### src/rtl/timer_pkg.sv
// rtl/timer_pkg.sv - shared state encoding and default sizes for the timer sequencer
package timer_pkg;

    localparam int TIMER_PW    = 16;
    localparam int TIMER_DEPTH = 8;

    typedef enum logic [2:0] {
        ST_IDLE = 3'd0,
        ST_LOAD = 3'd1,
        ST_RUN  = 3'd2,
        ST_ACK  = 3'd3,
        ST_DONE = 3'd4
    } seq_state_t;

endpackage

### src/rtl/timer_seq_table.sv
// rtl/timer_seq_table.sv - period table: one write port, one combinational read port, sync clear
module timer_seq_table
    import timer_pkg::*;
#(
    parameter int DEPTH = TIMER_DEPTH,
    parameter int AW    = $clog2(DEPTH),
    parameter int PW    = TIMER_PW
) (
    input  logic          i_clk,
    input  logic          i_rst,
    input  logic          i_wr_en,
    input  logic [AW-1:0] i_wr_addr,
    input  logic [PW-1:0] i_wr_data,
    input  logic [AW-1:0] i_rd_addr,
    output logic [PW-1:0] o_rd_data
);

    logic [PW-1:0] mem [DEPTH];

    always_ff @(posedge i_clk) begin
        if (i_rst) begin
            for (int i = 0; i < DEPTH; i++) begin
                mem[i] <= '0;
            end
        end else if (i_wr_en) begin
            mem[i_wr_addr] <= i_wr_data;
        end
    end

    assign o_rd_data = mem[i_rd_addr];

endmodule

### src/rtl/timer_seq_ctrl.sv
// rtl/timer_seq_ctrl.sv - one-shot step sequencer for a timer_core channel
// Optional stall watchdog enabled by defining TIMER_SEQ_WDT_EN.
module timer_seq_ctrl
    import timer_pkg::*;
#(
    parameter int          DEPTH       = TIMER_DEPTH,
    parameter int          AW          = $clog2(DEPTH),
    parameter int          PW          = TIMER_PW,
    parameter int          WDT_W       = 20,
    parameter int unsigned TIMEOUT_CYC = 70000
) (
    input  logic          i_clk,
    input  logic          i_rst,
    input  logic          i_wr_en,
    input  logic [AW-1:0] i_wr_addr,
    input  logic [PW-1:0] i_wr_data,
    input  logic          i_start,
    input  logic          i_stop,
    input  logic          i_loop,
    input  logic [AW:0]   i_len,
    input  logic          i_timer_irq,
    output logic          o_timer_core_en,
    output logic          o_cont,
    output logic          o_irq_clear,
    output logic [PW-1:0] o_period,
    output logic          o_busy,
    output logic [AW-1:0] o_step_idx,
    output logic          o_step_irq,
    output logic          o_done,
    output logic          o_err
);

    localparam logic [AW:0] DEPTH_LEN = (AW+1)'(DEPTH);
    localparam logic [AW:0] ONE_LEN   = (AW+1)'(1);

    seq_state_t    state;
    logic          load_cnt;
    logic [AW-1:0] step;
    logic [AW:0]   len_q;
    logic          loop_q;
    logic          last_step;
    logic          start_acc;
    logic          wdt_trip;
    logic [AW-1:0] ld_step;
    logic [PW-1:0] rd_data;

    assign last_step = ({1'b0, step} == (len_q - ONE_LEN));
    assign start_acc = (state == ST_IDLE) && i_start && (i_len != '0) && !i_stop;

    // Table index for the next LOAD: step 0 on start or wrap, otherwise the following step.
    always_comb begin
        ld_step = step + AW'(1);
        if (state == ST_IDLE || last_step) begin
            ld_step = '0;
        end
    end

    timer_seq_table #(.DEPTH(DEPTH), .AW(AW), .PW(PW)) u_table (
        .i_clk     (i_clk),
        .i_rst     (i_rst),
        .i_wr_en   (i_wr_en),
        .i_wr_addr (i_wr_addr),
        .i_wr_data (i_wr_data),
        .i_rd_addr (ld_step),
        .o_rd_data (rd_data)
    );

`ifdef TIMER_SEQ_WDT_EN
    localparam logic [WDT_W-1:0] WDT_LAST = WDT_W'(TIMEOUT_CYC - 1);

    logic [WDT_W-1:0] wdt_cnt;
    logic             err_q;

    assign wdt_trip = (state == ST_RUN) && !i_timer_irq && (wdt_cnt == WDT_LAST);

    always_ff @(posedge i_clk) begin
        if (i_rst) begin
            wdt_cnt <= '0;
            err_q   <= 1'b0;
        end else begin
            wdt_cnt <= (state == ST_RUN) ? wdt_cnt + WDT_W'(1) : '0;
            if (start_acc) begin
                err_q <= 1'b0;
            end else if (wdt_trip && !i_stop) begin
                err_q <= 1'b1;
            end
        end
    end

    assign o_err = err_q;
`else
    assign wdt_trip = 1'b0;
    assign o_err    = 1'b0;
`endif

    always_ff @(posedge i_clk) begin
        if (i_rst) begin
            state           <= ST_IDLE;
            load_cnt        <= 1'b0;
            step            <= '0;
            len_q           <= '0;
            loop_q          <= 1'b0;
            o_period        <= '0;
            o_timer_core_en <= 1'b0;
            o_irq_clear     <= 1'b1;
            o_step_irq      <= 1'b0;
            o_done          <= 1'b0;
        end else if (i_stop) begin
            state           <= ST_IDLE;
            o_timer_core_en <= 1'b0;
            o_irq_clear     <= 1'b1;
            o_step_irq      <= 1'b0;
            o_done          <= 1'b0;
        end else begin
            o_irq_clear <= 1'b1;
            o_step_irq  <= 1'b0;
            o_done      <= 1'b0;
            case (state)
                ST_IDLE: begin
                    o_timer_core_en <= 1'b0;
                    if (start_acc) begin
                        len_q    <= (i_len > DEPTH_LEN) ? DEPTH_LEN : i_len;
                        loop_q   <= i_loop;
                        step     <= '0;
                        o_period <= rd_data;
                        load_cnt <= 1'b0;
                        state    <= ST_LOAD;
                    end
                end
                // Second LOAD cycle gives the core time to capture the new period.
                ST_LOAD: begin
                    o_timer_core_en <= 1'b0;
                    if (load_cnt) begin
                        o_timer_core_en <= 1'b1;
                        state           <= ST_RUN;
                    end else begin
                        load_cnt <= 1'b1;
                    end
                end
                ST_RUN: begin
                    if (i_timer_irq) begin
                        o_timer_core_en <= 1'b0;
                        o_irq_clear     <= 1'b0;
                        o_step_irq      <= 1'b1;
                        state           <= ST_ACK;
                    end else if (wdt_trip) begin
                        o_timer_core_en <= 1'b0;
                        state           <= ST_IDLE;
                    end
                end
                ST_ACK: begin
                    o_timer_core_en <= 1'b0;
                    if (last_step && !loop_q) begin
                        o_done <= 1'b1;
                        state  <= ST_DONE;
                    end else begin
                        step     <= ld_step;
                        o_period <= rd_data;
                        load_cnt <= 1'b0;
                        state    <= ST_LOAD;
                    end
                end
                ST_DONE: begin
                    o_timer_core_en <= 1'b0;
                    state           <= ST_IDLE;
                end
                default: begin
                    o_timer_core_en <= 1'b0;
                    state           <= ST_IDLE;
                end
            endcase
        end
    end

    assign o_cont     = 1'b0;
    assign o_busy     = (state != ST_IDLE);
    assign o_step_idx = step;

endmodule

### config.mk
export PLATFORM = sky130hd
export DESIGN_NAME = timer_seq_ctrl
export DESIGN_NICKNAME = d
export VERILOG_FILES = /design/src/rtl/timer_pkg.sv /design/src/rtl/timer_seq_table.sv /design/src/rtl/timer_seq_ctrl.sv
export SDC_FILE = /design/constraint.sdc
export NUM_CORES = 1
export LEC_CHECK = 0
export ABC_AREA = 1
export CAP_MARGIN = 25
export CORE_MARGIN = 2
export CORE_UTILIZATION = 63
export CTS_CLUSTER_DIAMETER = 50
export DETAILED_ROUTE_END_ITERATION = 7
export PLACE_DENSITY_LB_ADDON = 0.2
export SLEW_MARGIN = 10
export SYNTH_ARGS = -nofsm -noshare
export SYNTH_HDL_FRONTEND = slang
export SYNTH_SLANG_ARGS = --single-unit
### constraint.sdc
create_clock -name i_clk -period 3.39 [get_ports i_clk]
set_input_delay 0.339 -clock i_clk [delete_from_list [all_inputs] [get_ports i_clk]]
set_output_delay 0.339 -clock i_clk [all_outputs]
set_load 0.02 [all_outputs]
==> impl_metrics.ini <==
[timing]
skew_ns = 0.00641
rsz0062_at_grt = false
slew_viol_final = 0
holdWs_ns = 0.461
worst_slew_pin_slew_ns = 1.03
slew_headroom = 0.314
fin_crit_sh = 0.741
final_hold_viol_count = 0
setup_viol = 0
clock.fmax_ghz = 0.398
min_period_ns = 2.51
tns_ns = 0

[final_layout]
num_antenna_cells = 0
fill_cells = 856
area_delta_synth_final_pct = 16.4
seq_area_um2 = 4480
multiInputGateArea_um2 = 2440
nets = 960
drive_above_1_share = 0.0723

[critical_path]
critical_path_required_ns = 3.74
crit_type = reg -> reg
worst_ep_arrival_time_ns = 2.86
start_kind = register
worstSetupEndpointType = register
crit_fanout = 21

[synth]
synth_cells = 890
synth_most_common_cell = nor2_1
synth-seq-area-share = 0.584
synthTopCellsByCount = nor2_1, nand2_1, inv_1
synth_cell_types = 30
synth_top_area_frac = 0.500
syn_avg_cell_area_um2 = 8.63
syn_area_um2 = 7680
synth_edf_count = 128
synthTopCellsByArea = edfxtp_1, nor2_1, dfxtp_1
synth_warnings = 0
async_flop_share = 0
yosys_most_used_dff = edfxtp_1
ys_seq_elements = 160
yosysTopAreaCell = edfxtp_1

[clock_tree]
cts_tree = yes
cts_buffers = 17
clock_latency_ns = 0.43
cts_hold_buf = 0
clock_path_buffers = 2
cts_root_buffer = clkbuf_16
htreeDepth = 4
postCtsSetupRepairBufs = 0
post_cts_resized = 0
clk_pin_slew_ns = 0.06
clock_sinks = 160

[routing]
wire_per_inst_um = 19.0
ant_nets = 0
drtPass1Iterations = 8
remaining_drc_errors = 0
num_vias = 6527
drtIter0Drc = 832
wl_um = 20700
vias_per_cell = 6.00

[place]
globalplace.congestion = 0.950
dp_hpwl_um = 12800
portBuffers = 53

[die]
die-area_um2 = 13100
fp.coreArea_um2 = 12000
die_h_um = 114
ios = 56
die_w_um = 114
start_util = 0.642
num_rows = 40

[run]
cap_violations = 0

[hold_path]
hp-class = reg -> reg

[status]
status = finished, final reports clean

[pwr]
p_per_area_nw_per_um2 = 525
ir_drop_v = 0.000325
leakagePower_nw = 3.88

[grt]
grt_pass1_vias = 6192
grt_pass1_wl_um = 32600
grt_overflow = 0
antenna_found_initial = 0
grtUsageTotal = 0.335
grt_max_degree = 97
## cell usage in the layout (no fill, tap or decap), types with 5 or more instances in the layout
master           Yosys  final
clkdlybuf4s50_1      0     53
nand2_1            132    132
edfxtp_1           128    128
inv_1              130    130
nor2_1             203    203
inv_2                6      6
nand3_1             86     85
nand4_1             64     64
dfxtp_1             32     32
a21oi_1             28     28
clkinvlp_4           0      6
nor3_1               5      5
clkbuf_16            0     17
buf_4                2     17
## report_power, final
group	internal [mW]	total [mW]	switching (mW)
clock network	1.25	2.03	0.779
logic	0.128	0.387	0.258
registers	2.23	2.28	0.0423
## per-stage QoR
step / instances / util / setup slack (ns) / instance area (um2) / power, mW
3_5_place_dp: 1056 / 0.694 / 0.954 / 8310 / 2.69
4_1_cts: 1088 / 0.747 / 0.911 / 8940 / 4.69
3_3_place_gp: 1056 / 0.694 / 0.991 / 8310 / 2.68
6_report: 1088 / 0.747 / 0.877 / 8940 / 4.69
2_1_floorplan: 891 / - / 1.44 / 7680 / 2.54
5_1_grt: 1088 / 0.747 / 0.696 / 8940 / 4.82
## metal layers
| metal | wire, um | vias to the layer above | part of all wire | global-route usage |
|---|---|---|---|---|
| li1 | - | 2966 | - | - |
| met1 | 7590 | 3044 | 0.37 | 0.431 |
| met2 | 10300 | 466 | 0.49 | 0.550 |
| met3 | 2330 | 51 | 0.11 | 0.0683 |
| met4 | 550 | 0 | 0.027 | 0.154 |
| met5 | 0 | - | 0 | 0 |
## cells by family (layout without fill, tap and decap cells)
kind of cell	Yosys count	after routing	share of synthesized area
AOI/OAI and AO/OA	35	35	0.0239
adders and majority gates	2	2	0.00326
DFF	160	160	0.584
buffers and inverters	190	240	0.0992
and+or+nand+nor	502	502	0.289
other	1	2	0.000488
## state kept, by name (all words and copies together) (netlist names)
name	cells
len_q	4
o_timer_core_en	1
o_step_irq	1
o_irq_clear	1
load_cnt	1
o_done	1
u_table.mem	128
state	3
loop_q	1
o_period	16
o_step_idx	3
## worst max-delay path, stage by stage (launching register included)
cell	delay (ns)
dfxtp_1	0.35
inv_2	0.06
ha_1	0.30
inv_1	0.06
nand2_1	0.04
nand2_1	0.06
a21oi_2	0.04
nand3_2	0.11
nand3_2	0.43
buf_4	0.41
nor2_1	0.12
nand2_1	0.06
nand3_1	0.08
nand3_1	0.13
a21oi_1	0.18
## cell type report
cell class	count	share of cell area
inverters	137	0.0578
multi-input cells	541	0.273
well taps	147	0.0206
clock inverters	13	0.0210
clock buffers	19	0.0496
flip-flops and latches	160	0.502
repair buffers	71	0.0759
## path summary, 6_finish.rpt
path	startpoint	endpoint	slack (ns)	cells after the start
max	len_q[0]	o_period[14]	0.88	14
min	o_timer_core_en	o_timer_core_en	0.46	2
min reg2reg	o_timer_core_en	o_timer_core_en	0.46	2
max reg2reg	len_q[0]	o_period[14]	0.88	14
(Power assumes the default switching activity.)
